## src/rtl/matrix_spi_receiver_if.sv

```systemverilog
// Serial-line and report bundle for matrix_spi_receiver.
// The transmitter side drives the SPI/shift-register lines; the receiver produces word/column reports.
interface matrix_spi_receiver_if #(
    parameter int CHANNEL_NUMBER   = 3,
    parameter int SPI_SIZE         = 8,
    parameter int COLUMN_COUNT     = 16,
    parameter int WORDS_PER_COLUMN = 24
);
    logic                                 spi_clk;
    logic [CHANNEL_NUMBER-1:0]            spi_mosi;
    logic                                 ser_clk;
    logic                                 ser_data;
    logic                                 ser_stcp;
    logic                                 ser_n_enable;

    logic                                 word_valid;
    logic [CHANNEL_NUMBER*SPI_SIZE-1:0]   word_data;
    logic [$clog2(WORDS_PER_COLUMN+1)-1:0] word_index;
    logic [$clog2(COLUMN_COUNT)-1:0]      column_index;
    logic                                 column_valid;
    logic                                 column_strobe;
    logic                                 frame_error;
    logic [15:0]                          err_count;

    modport slave (
        input  spi_clk, spi_mosi, ser_clk, ser_data, ser_stcp, ser_n_enable,
        output word_valid, word_data, word_index, column_index, column_valid,
               column_strobe, frame_error, err_count
    );

    modport master (
        output spi_clk, spi_mosi, ser_clk, ser_data, ser_stcp, ser_n_enable,
        input  word_valid, word_data, word_index, column_index, column_valid,
               column_strobe, frame_error, err_count
    );
endinterface

```

## src/rtl/matrix_spi_receiver.sv

```systemverilog
// Oversampling receiver for the matrix SPI words and column shift-register latch.
// Optional feature: define RX_ERROR_COUNT_EN to build the saturating framing-fault counter.
module matrix_spi_receiver #(
    parameter int CHANNEL_NUMBER   = 3,
    parameter int SPI_SIZE         = 8,
    parameter int MSB_FIRST        = 1,
    parameter int COLUMN_COUNT     = 16,
    parameter int WORDS_PER_COLUMN = 24,
    parameter int IDLE_TIMEOUT     = 1024
) (
    input  logic                  clk,
    input  logic                  rst_n,
    matrix_spi_receiver_if.slave  bus
);
    localparam int BIT_W  = $clog2(SPI_SIZE + 1);
    localparam int IDX_W  = $clog2(WORDS_PER_COLUMN + 1);
    localparam int COL_W  = $clog2(COLUMN_COUNT);
    localparam int IDLE_W = $clog2(IDLE_TIMEOUT + 1);
    localparam logic [COLUMN_COUNT-1:0] COL_ONE = {{(COLUMN_COUNT-1){1'b0}}, 1'b1};

    // Control line order: 0 spi_clk, 1 ser_clk, 2 ser_data, 3 ser_stcp, 4 ser_n_enable
    logic [4:0]                ctl_raw, ctl_s1, ctl_s2, ctl_s3;
    logic [CHANNEL_NUMBER-1:0] mosi_s1, mosi_s2, mosi_s3;

    logic ev_spi_rise, ev_spi_edge, ev_ser_rise, ev_stcp_rise;
    logic stcp_q, timeout_hit;

    logic [CHANNEL_NUMBER-1:0][SPI_SIZE-1:0] shifter;
    logic [BIT_W-1:0]          bit_cnt;
    logic [IDX_W-1:0]          word_cnt;
    logic [IDLE_W-1:0]         idle_cnt;
    logic [COLUMN_COUNT-1:0]   shift_reg, latch_reg;

    logic                                word_valid_q, column_strobe_q, frame_error_q, column_valid_q;
    logic [CHANNEL_NUMBER*SPI_SIZE-1:0]  word_data_q;
    logic [IDX_W-1:0]                    word_index_q;
    logic [COL_W-1:0]                    column_index_q, low_idx;

    logic word_done, overflow, partial_stcp, partial_timeout, fault, onehot;

    assign ctl_raw = {bus.ser_n_enable, bus.ser_stcp, bus.ser_data, bus.ser_clk, bus.spi_clk};

    always_ff @(posedge clk or negedge rst_n) begin
        if (!rst_n) begin
            ctl_s1  <= '0;
            ctl_s2  <= '0;
            ctl_s3  <= '0;
            mosi_s1 <= '0;
            mosi_s2 <= '0;
            mosi_s3 <= '0;
        end else begin
            ctl_s1  <= ctl_raw;
            ctl_s2  <= ctl_s1;
            ctl_s3  <= ctl_s2;
            mosi_s1 <= bus.spi_mosi;
            mosi_s2 <= mosi_s1;
            mosi_s3 <= mosi_s2;
        end
    end

    // Edge events are registered so that shifting happens on aligned mosi_s3/ctl_s3 data
    always_ff @(posedge clk or negedge rst_n) begin
        if (!rst_n) begin
            ev_spi_rise  <= 1'b0;
            ev_spi_edge  <= 1'b0;
            ev_ser_rise  <= 1'b0;
            ev_stcp_rise <= 1'b0;
        end else begin
            ev_spi_rise  <= ctl_s2[0] & ~ctl_s3[0];
            ev_spi_edge  <= ctl_s2[0] ^ ctl_s3[0];
            ev_ser_rise  <= ctl_s2[1] & ~ctl_s3[1];
            ev_stcp_rise <= ctl_s2[3] & ~ctl_s3[3];
        end
    end

    assign word_done       = (bit_cnt == BIT_W'(SPI_SIZE));
    assign overflow        = word_done && (word_cnt >= IDX_W'(WORDS_PER_COLUMN));
    assign partial_stcp    = stcp_q && (bit_cnt != '0) && !word_done;
    assign partial_timeout = timeout_hit && (bit_cnt != '0) && !word_done;
    assign fault           = overflow | partial_stcp | partial_timeout;

    always_ff @(posedge clk or negedge rst_n) begin
        if (!rst_n) begin
            shifter <= '0;
        end else if (ev_spi_rise) begin
            for (int c = 0; c < CHANNEL_NUMBER; c++) begin
                if (MSB_FIRST != 0)
                    shifter[c] <= {shifter[c][SPI_SIZE-2:0], mosi_s3[c]};
                else
                    shifter[c] <= {mosi_s3[c], shifter[c][SPI_SIZE-1:1]};
            end
        end
    end

    // Completion, stcp and timeout clears take priority; a new rise cannot land in the same cycle
    always_ff @(posedge clk or negedge rst_n) begin
        if (!rst_n) begin
            bit_cnt <= '0;
        end else if (word_done || stcp_q || timeout_hit) begin
            bit_cnt <= '0;
        end else if (ev_spi_rise) begin
            bit_cnt <= bit_cnt + BIT_W'(1);
        end
    end

    always_ff @(posedge clk or negedge rst_n) begin
        if (!rst_n) begin
            idle_cnt    <= '0;
            timeout_hit <= 1'b0;
        end else if (ev_spi_edge) begin
            idle_cnt    <= '0;
            timeout_hit <= 1'b0;
        end else if (idle_cnt != IDLE_W'(IDLE_TIMEOUT)) begin
            idle_cnt    <= idle_cnt + IDLE_W'(1);
            timeout_hit <= (idle_cnt == IDLE_W'(IDLE_TIMEOUT - 1));
        end else begin
            timeout_hit <= 1'b0;
        end
    end

    always_ff @(posedge clk or negedge rst_n) begin
        if (!rst_n) begin
            word_cnt     <= '0;
            word_valid_q <= 1'b0;
            word_data_q  <= '0;
            word_index_q <= '0;
            frame_error_q <= 1'b0;
        end else begin
            word_valid_q  <= 1'b0;
            frame_error_q <= fault;
            if (word_done && !overflow) begin
                word_data_q  <= shifter;
                word_index_q <= word_cnt;
                word_valid_q <= 1'b1;
            end
            if (stcp_q)
                word_cnt <= '0;
            else if (word_done && !overflow)
                word_cnt <= word_cnt + IDX_W'(1);
        end
    end

    always_ff @(posedge clk or negedge rst_n) begin
        if (!rst_n) begin
            shift_reg       <= '0;
            latch_reg       <= '0;
            stcp_q          <= 1'b0;
            column_strobe_q <= 1'b0;
            column_index_q  <= '0;
            column_valid_q  <= 1'b0;
        end else begin
            if (ev_ser_rise)
                shift_reg <= {shift_reg[COLUMN_COUNT-2:0], ctl_s3[2]};
            if (ev_stcp_rise)
                latch_reg <= shift_reg;
            stcp_q          <= ev_stcp_rise;
            column_strobe_q <= stcp_q;
            column_index_q  <= low_idx;
            column_valid_q  <= onehot && !ctl_s3[4];
        end
    end

    // Scan from the top so the last assignment wins with the lowest set bit
    always_comb begin
        low_idx = '0;
        for (int i = COLUMN_COUNT - 1; i >= 0; i--) begin
            if (latch_reg[i])
                low_idx = COL_W'(i);
        end
    end

    assign onehot = (latch_reg != '0) && ((latch_reg & (latch_reg - COL_ONE)) == '0);

`ifdef RX_ERROR_COUNT_EN
    logic [15:0] err_cnt_q;

    always_ff @(posedge clk or negedge rst_n) begin
        if (!rst_n)
            err_cnt_q <= '0;
        else if (fault && err_cnt_q != 16'hFFFF)
            err_cnt_q <= err_cnt_q + 16'd1;
    end

    assign bus.err_count = err_cnt_q;
`else
    assign bus.err_count = 16'h0000;
`endif

    assign bus.word_valid    = word_valid_q;
    assign bus.word_data     = word_data_q;
    assign bus.word_index    = word_index_q;
    assign bus.column_index  = column_index_q;
    assign bus.column_valid  = column_valid_q;
    assign bus.column_strobe = column_strobe_q;
    assign bus.frame_error   = frame_error_q;
endmodule

```

## src/flat_wrapper.sv

```systemverilog
// flat-port wrapper written by rule: the top's interface ports become plain ports
module matrix_spi_receiver_flat 
#(
    parameter int CHANNEL_NUMBER   = 3,
    parameter int SPI_SIZE         = 8,
    parameter int MSB_FIRST        = 1,
    parameter int COLUMN_COUNT     = 16,
    parameter int WORDS_PER_COLUMN = 24,
    parameter int IDLE_TIMEOUT     = 1024
)
  (clk, rst_n, bus_spi_clk, bus_spi_mosi, bus_ser_clk, bus_ser_data, bus_ser_stcp, bus_ser_n_enable, bus_word_valid, bus_word_data, bus_word_index, bus_column_index, bus_column_valid, bus_column_strobe, bus_frame_error, bus_err_count);
  matrix_spi_receiver_if #(.CHANNEL_NUMBER(CHANNEL_NUMBER), .SPI_SIZE(SPI_SIZE), .COLUMN_COUNT(COLUMN_COUNT), .WORDS_PER_COLUMN(WORDS_PER_COLUMN)) bus_i ();
  input  logic clk;
  input  logic rst_n;
  input wire logic [$bits(bus_i.spi_clk)-1:0] bus_spi_clk;
  input wire logic [$bits(bus_i.spi_mosi)-1:0] bus_spi_mosi;
  input wire logic [$bits(bus_i.ser_clk)-1:0] bus_ser_clk;
  input wire logic [$bits(bus_i.ser_data)-1:0] bus_ser_data;
  input wire logic [$bits(bus_i.ser_stcp)-1:0] bus_ser_stcp;
  input wire logic [$bits(bus_i.ser_n_enable)-1:0] bus_ser_n_enable;
  output wire logic [$bits(bus_i.word_valid)-1:0] bus_word_valid;
  output wire logic [$bits(bus_i.word_data)-1:0] bus_word_data;
  output wire logic [$bits(bus_i.word_index)-1:0] bus_word_index;
  output wire logic [$bits(bus_i.column_index)-1:0] bus_column_index;
  output wire logic [$bits(bus_i.column_valid)-1:0] bus_column_valid;
  output wire logic [$bits(bus_i.column_strobe)-1:0] bus_column_strobe;
  output wire logic [$bits(bus_i.frame_error)-1:0] bus_frame_error;
  output wire logic [$bits(bus_i.err_count)-1:0] bus_err_count;
  assign bus_i.spi_clk = bus_spi_clk;
  assign bus_i.spi_mosi = bus_spi_mosi;
  assign bus_i.ser_clk = bus_ser_clk;
  assign bus_i.ser_data = bus_ser_data;
  assign bus_i.ser_stcp = bus_ser_stcp;
  assign bus_i.ser_n_enable = bus_ser_n_enable;
  assign bus_word_valid = bus_i.word_valid;
  assign bus_word_data = bus_i.word_data;
  assign bus_word_index = bus_i.word_index;
  assign bus_column_index = bus_i.column_index;
  assign bus_column_valid = bus_i.column_valid;
  assign bus_column_strobe = bus_i.column_strobe;
  assign bus_frame_error = bus_i.frame_error;
  assign bus_err_count = bus_i.err_count;
  matrix_spi_receiver #(.CHANNEL_NUMBER(CHANNEL_NUMBER), .SPI_SIZE(SPI_SIZE), .MSB_FIRST(MSB_FIRST), .COLUMN_COUNT(COLUMN_COUNT), .WORDS_PER_COLUMN(WORDS_PER_COLUMN), .IDLE_TIMEOUT(IDLE_TIMEOUT)) u_core (.clk(clk), .rst_n(rst_n), .bus(bus_i));
endmodule
```

## config.mk

```make
export PLATFORM = sky130hd
export DESIGN_NAME = matrix_spi_receiver_flat
export DESIGN_NICKNAME = d
export VERILOG_FILES = /design/src/rtl/matrix_spi_receiver_if.sv /design/src/rtl/matrix_spi_receiver.sv /design/src/flat_wrapper.sv
export SDC_FILE = /design/constraint.sdc
export NUM_CORES = 1
export LEC_CHECK = 0
export BUFFER_PORTS_ARGS = -buffer_cell sky130_fd_sc_hd__buf_2
export CAP_MARGIN = 0
export CORE_ASPECT_RATIO = 1.4
export CORE_MARGIN = 2
export CORE_UTILIZATION = 52
export CTS_CLUSTER_DIAMETER = 200
export CTS_CLUSTER_SIZE = 24
export DETAILED_ROUTE_END_ITERATION = 8
export HOLD_SLACK_MARGIN = 0.1
export PLACE_DENSITY = 0.78
export SLEW_MARGIN = 20
export SYNTH_ARGS = -nofsm -noshare
export SYNTH_HDL_FRONTEND = slang
export SYNTH_SLANG_ARGS = --single-unit
```

## constraint.sdc

```tcl
create_clock -name clk -period 2.1 [get_ports clk]
set_clock_uncertainty 0.2 [all_clocks]
set_input_delay 0.21 -clock clk [delete_from_list [all_inputs] [get_ports clk]]
set_output_delay 0.21 -clock clk [all_outputs]
set_load 0.01 [all_outputs]
```

* Word level (Yosys, flattened, before mapping)
Cells that the tools add are included.
** Storage, ports and cells
- Register bits after elaboration :: 143
- Input bits :: 10
- Output and inout port bits :: 53
- Word-level logic and storage cells :: 89
** Cells by class
- Add/subtract/negate cells :: 4
- $lt $le $gt $ge :: 1
- Eq/ne operators :: 3
- Multiplexer cells :: 25
- Bitwise operators :: 10
- Reduce and logical (&&, ||, !) cells :: 19
** Operators by type and width (number)
- 4-bit 2-to-1 mux :: 18
- 11-bit 2-to-1 mux :: 2
- 16-bit AND :: 1
- 16-bit logical NOT :: 1
- 16-bit nonzero test :: 1
- 16-bit by 1-bit subtractor with 16-bit output (second input constant) :: 1
- 11-bit by 1-bit adder with 11-bit output (second input constant) :: 1
- 11-bit by 10-bit == test with 1-bit output (second input constant) :: 1
- 11-bit != test (second input constant) :: 1
- 5-bit 2-to-1 mux :: 2
- 1-bit logical AND :: 8
- 2-bit nonzero test :: 3
- 5-bit by 1-bit adder with 5-bit output (second input constant) :: 1
- 5-bit >= comparator (second input constant) :: 1
- 4-bit by 1-bit adder with 4-bit output (second input constant) :: 1
- 4-bit == test (second input constant) :: 1
- 4-bit nonzero test :: 1
- 1-bit AND :: 3
- 1-bit logical NOT :: 3
- 1-bit 2-to-1 mux :: 3
- 1-bit inverter :: 3
- 1-bit logical OR :: 2
- 1-bit OR :: 2
- 1-bit XOR :: 1

* Depth between registers and ports, before layout
- Depth in word-level cells :: 16
- Gate-level depth with buffers :: 9

* Least setup slack after synthesis
No wires, ideal clock.
- Kind :: flip-flop to flip-flop
- Start :: register u_core.latch_reg[4]
- End :: register u_core.column_valid_q, in the netlist u_core.bus.column_valid
- Library setup time :: 96 ps
- Arrival :: 1730 ps
- Required time :: 1804 ps
- Setup slack :: 74 ps
- Cell stages (with the launch flop) :: 6
- Path buffers :: 0
- Clock period less this slack :: 2026 ps
- Cell sequence :: dfrtp_1 nor4_4 nand2_2 maj3_2 or3_1 nor4_2
** Between the ends
- Longest elaborated chain between the ends :: 5
- Elaborated cells between the ends (all ways) :: 6
- Those cells by class :: 1 x add/sub; 1 x bitwise; 4 x reduce/logical
** RTL lines
- from (decl) :: line matrix_spi_receiver.sv:32 : logic [COLUMN_COUNT-1:0] shift_reg, latch_reg;
- from (signal assigned) :: line matrix_spi_receiver.sv:155 : latch_reg <= shift_reg;
- 16-bit by 1-bit subtractor with 16-bit output :: line matrix_spi_receiver.sv:172 : assign onehot = (latch_reg != '0) && ((latch_reg & (latch_reg - COL_ONE)) == '0);
- 16-bit AND :: line matrix_spi_receiver.sv:172
- 16-bit logical NOT :: line matrix_spi_receiver.sv:172
- 1-bit logical AND * :: line matrix_spi_receiver.sv:172
- 1-bit logical AND * :: line matrix_spi_receiver.sv:159 : column_valid_q <= onehot && !ctl_s3[4];
- to (signal assigned) :: line matrix_spi_receiver.sv:159
- to (decl) :: line matrix_spi_receiver.sv:34 : logic word_valid_q, column_strobe_q, frame_error_q, column_valid_q;
Mark *: on every way between the ends. The rest lies on a longest branch, timed or not.
A chain may end at the register's enable or synchronous reset.

* Worst setup path in the final report
- Start :: register u_core.bit_cnt[0]
- End :: register u_core.word_cnt[2]
** Between the ends
- Longest elaborated chain between the ends :: 5
** RTL lines
- from (decl) :: line matrix_spi_receiver.sv:29 : logic [BIT_W-1:0] bit_cnt;
- from (signal assigned) :: line matrix_spi_receiver.sv:102 : bit_cnt <= bit_cnt + BIT_W'(1);
- 4-bit == test * :: line matrix_spi_receiver.sv:76 : assign word_done = (bit_cnt == BIT_W'(SPI_SIZE));
- 1-bit logical AND :: line matrix_spi_receiver.sv:77 : assign overflow = word_done && (word_cnt >= IDX_W'(WORDS_PER_COLUMN));
- 1-bit logical NOT :: line matrix_spi_receiver.sv:138 : else if (word_done && !overflow)
- 1-bit logical AND * :: line matrix_spi_receiver.sv:138
- 2-bit nonzero test (no source line) *
- to (signal assigned) :: line matrix_spi_receiver.sv:139 : word_cnt <= word_cnt + IDX_W'(1);
- to (decl) :: line matrix_spi_receiver.sv:30 : logic [IDX_W-1:0] word_cnt;
Marked as above.

==> flow_summary.toml <==
[clock_tree]
cts.htree.levels = 4
cts_made_buffers = 17
cts-root-buf = "clkbuf_16"
insertion_delay_ps = 420
clkTransAtPathRegs_ps = 60
cts_tree = "done"
cts_sinks = 143
cts_buffer_depth = 2

[timing]
hold_viol = 0
rsz0062_at_grt = "no"
relSlewSlack_pct = 51.8
worstMarginPinSlew_ps = 723
finalCritPeriodShare_pct = 93.3
fin_crit_ps = 1960
finalSetupTns_ps = 0
layout_setup_ws_ps = 140
finalSetupViolations = 0
maxSlewViolCount = 0
max_freq_ghz = 0.510

[finish]
antenna-diode-count = 0
layout_common_cells = "142 x dfrtp_1, 101 x nand2_1, 53 x mux2_2"
drive_above_1_share_pct = 27.8
fillers = 740
area_growth_pct = 20.4
multi_input_area_um2 = 1830
final_common_cell = "dfrtp_1"
seqCellArea_um2 = 3580
finalNetCount = 551

[place]
pre_cts_slack_ps = 107
gp_congestion = 0.867
dpl.hpwl_um = 5990
io_buffers = 46

[critical_path]
cp_max_fo = 8
critPathKind = "reg2reg"
start_kind = "register"
endpoint_kind = "register"
cp_slowest_stage_delay_ps = 420
crit_top_cell = "nand2_1"
path_cells = "inv_1 > ha_1 > nor2b_1 > and2_1 > nand2_1 > inv_2 > buf_4 > nand2_1 > xor2_1 > nor2_1"
critPathArrivalTime_ps = 2050
critPathRequiredTime_ps = 2190
crit_path_top_delay_cell = "dfrtp_1"

[detailed_routing]
drt-pass1-iter-count = 5
drc = 0
viasPerCell = 5.18
wl_per_cell_um = 14.4
vias = 3546
routed_wirelength_um = 9850
drt_iter0_drc = 191
ant_nets = 0

[power_and_ir_drop]
ir_drop_mv = 0.643
powerDensity_nw_per_um2 = 1220
power.leakage_uw = 0.00334

[status]
status = "finished clean"

[synth]
synth.ff_latch_count = 143
ys_top_cells_by_area = "dfrtp_1 64%, mux2_2 11%, nand2_1 6.8%"
ys_types = 40
syn_area_um2 = 5560
synth_top_flop_cell = "dfrtp_1"
synth-warning-count = 0
yosysTopAreaCellShare_pct = 64.4
yosysTopAreaCell = "dfrtp_1"
ys_seq_area_share_pct = 64.4
synth.avg_cell_area_um2 = 12.1
synth_edf_count = 0
async_flop_share_pct = 100
synthCells = 461

[die]
core_um2 = 10400
initial_utilization_pct = 53.4
boundaryPins = 63
die_w_um = 91.4
dieArea_um2 = 11500
fp-row-count = 44
die_h_um = 126

[global_route]
grt_pass1_vias = 3493
grt_pass1_wl_um = 16300
grt.total_usage_pct = 18.1
grt_max_degree = 53
grt-ovfl-total = 0
antenna_found_initial = 0

[worst_hold_path]
min_path_type = "in2async"

[job]
drv_cap = 0
==> cell usage after synthesis, drive strengths merged, types with 2 or more instances <==
library cell / instances
a2111oi: 2
a211oi: 3
a21oi: 5
and3: 3
buf: 17
clkbuf: 14
dfrtp: 143
ha: 6
inv: 10
maj3: 3
mux2: 53
nand2: 102
nand3: 5
nand4: 3
nor2: 34
nor2b: 4
nor3: 9
nor4: 6
o21ai: 7
o21bai: 3
xnor2: 4
xor2: 12
==> through the flow <==
| stage | cell area [um^2] | total power [uW] | hold slack, ps | std cells | utilization, % |
|---|---|---|---|---|---|
| floorplan | 5610 | 4570 | -286 | 476 | - |
| global placement | 5980 | 4950 | -19.7 | 644 | 57.5 |
| detailed placement | 5980 | 5060 | -14.3 | 644 | 57.5 |
| CTS | 6680 | 8150 | 111 | 684 | 64.2 |
| global route | 6690 | 8510 | 142 | 685 | 64.3 |
| finish | 6690 | 8140 | 118 | 685 | 64.3 |
==> what timing repair did <==
action	4_1_cts	5_1_grt
hold buffers	9	0
hold endpoints to repair	151	0
resized for setup	0	3
setup buffers	0	1
endpoints found under the setup margin	0	2
==> report_power, final <==
part           internal (uW)  switching (uW)  total, uW
clock                   1900            1140       3040
sequential              3300             483       3780
combinational            712             606       1320
==> worst paths after layout <==
kind	startpoint	end	slack (ps)	cells after the start
max	u_core.bit_cnt[0]$_DFFE_PN0P_	u_core.word_cnt[2]$_DFFE_PN0P_	140	10
min	rst_n	u_core.shifter[11]$_DFFE_PN0P_	120	2
max reg2reg	u_core.bit_cnt[0]$_DFFE_PN0P_	u_core.word_cnt[2]$_DFFE_PN0P_	140	10
min reg2reg	u_core.mosi_s1[0]$_DFF_PN0_	u_core.mosi_s2[0]$_DFF_PN0_	150	0
max in group asynchronous	rst_n	u_core.latch_reg[5]$_DFFE_PN0P_	950	3
min in group clk	u_core.mosi_s1[0]$_DFF_PN0_	u_core.mosi_s2[0]$_DFF_PN0_	150	0
==> per-layer routing <==
metal | GRT usage, % | part of all wire (%)
met3 | 4.57 | 3.6
met4 | 11.0 | 3.1
met2 | 29.5 | 53
met1 | 21.7 | 41
met5 | 0 | 0
==> final cells by class <==
cell class                 count  share of cell area, %
timing repair buffer          71                   7.05
clock buffer                  19                   6.62
multi-input combinational    292                   27.3
clock inverter                12                   2.39
sequential                   143                   53.5
tap                          138                   2.58
inverter                      10                  0.561
==> worst max-delay path, delay by kind of cell, from the launching register on <==
family                   cells  cell delay, ps
AND/OR/NAND/NOR              5             580
flip-flops                   1             420
adder cells (fa/ha/maj)      1             150
XOR/XNOR                     1             160
buffers and inverters        3             330
==> kinds of logic (layout without fill, tap and decap cells) <==
group                    Yosys count  after routing  synth area share [%]
AO/OA/AOI/OAI                     28             28                  3.31
adder cells (fa/ha/maj)            9              9                  1.91
buffers and inverters             41            112                  3.85
XOR/XNOR                          16             16                  2.52
AND/OR/NAND/NOR                  169            169                  13.0
multiplexers                      54             54                  10.9
flip-flops                       143            143                  64.4
other                              1             16                0.0675
Power figures use the tool's default switching activity.
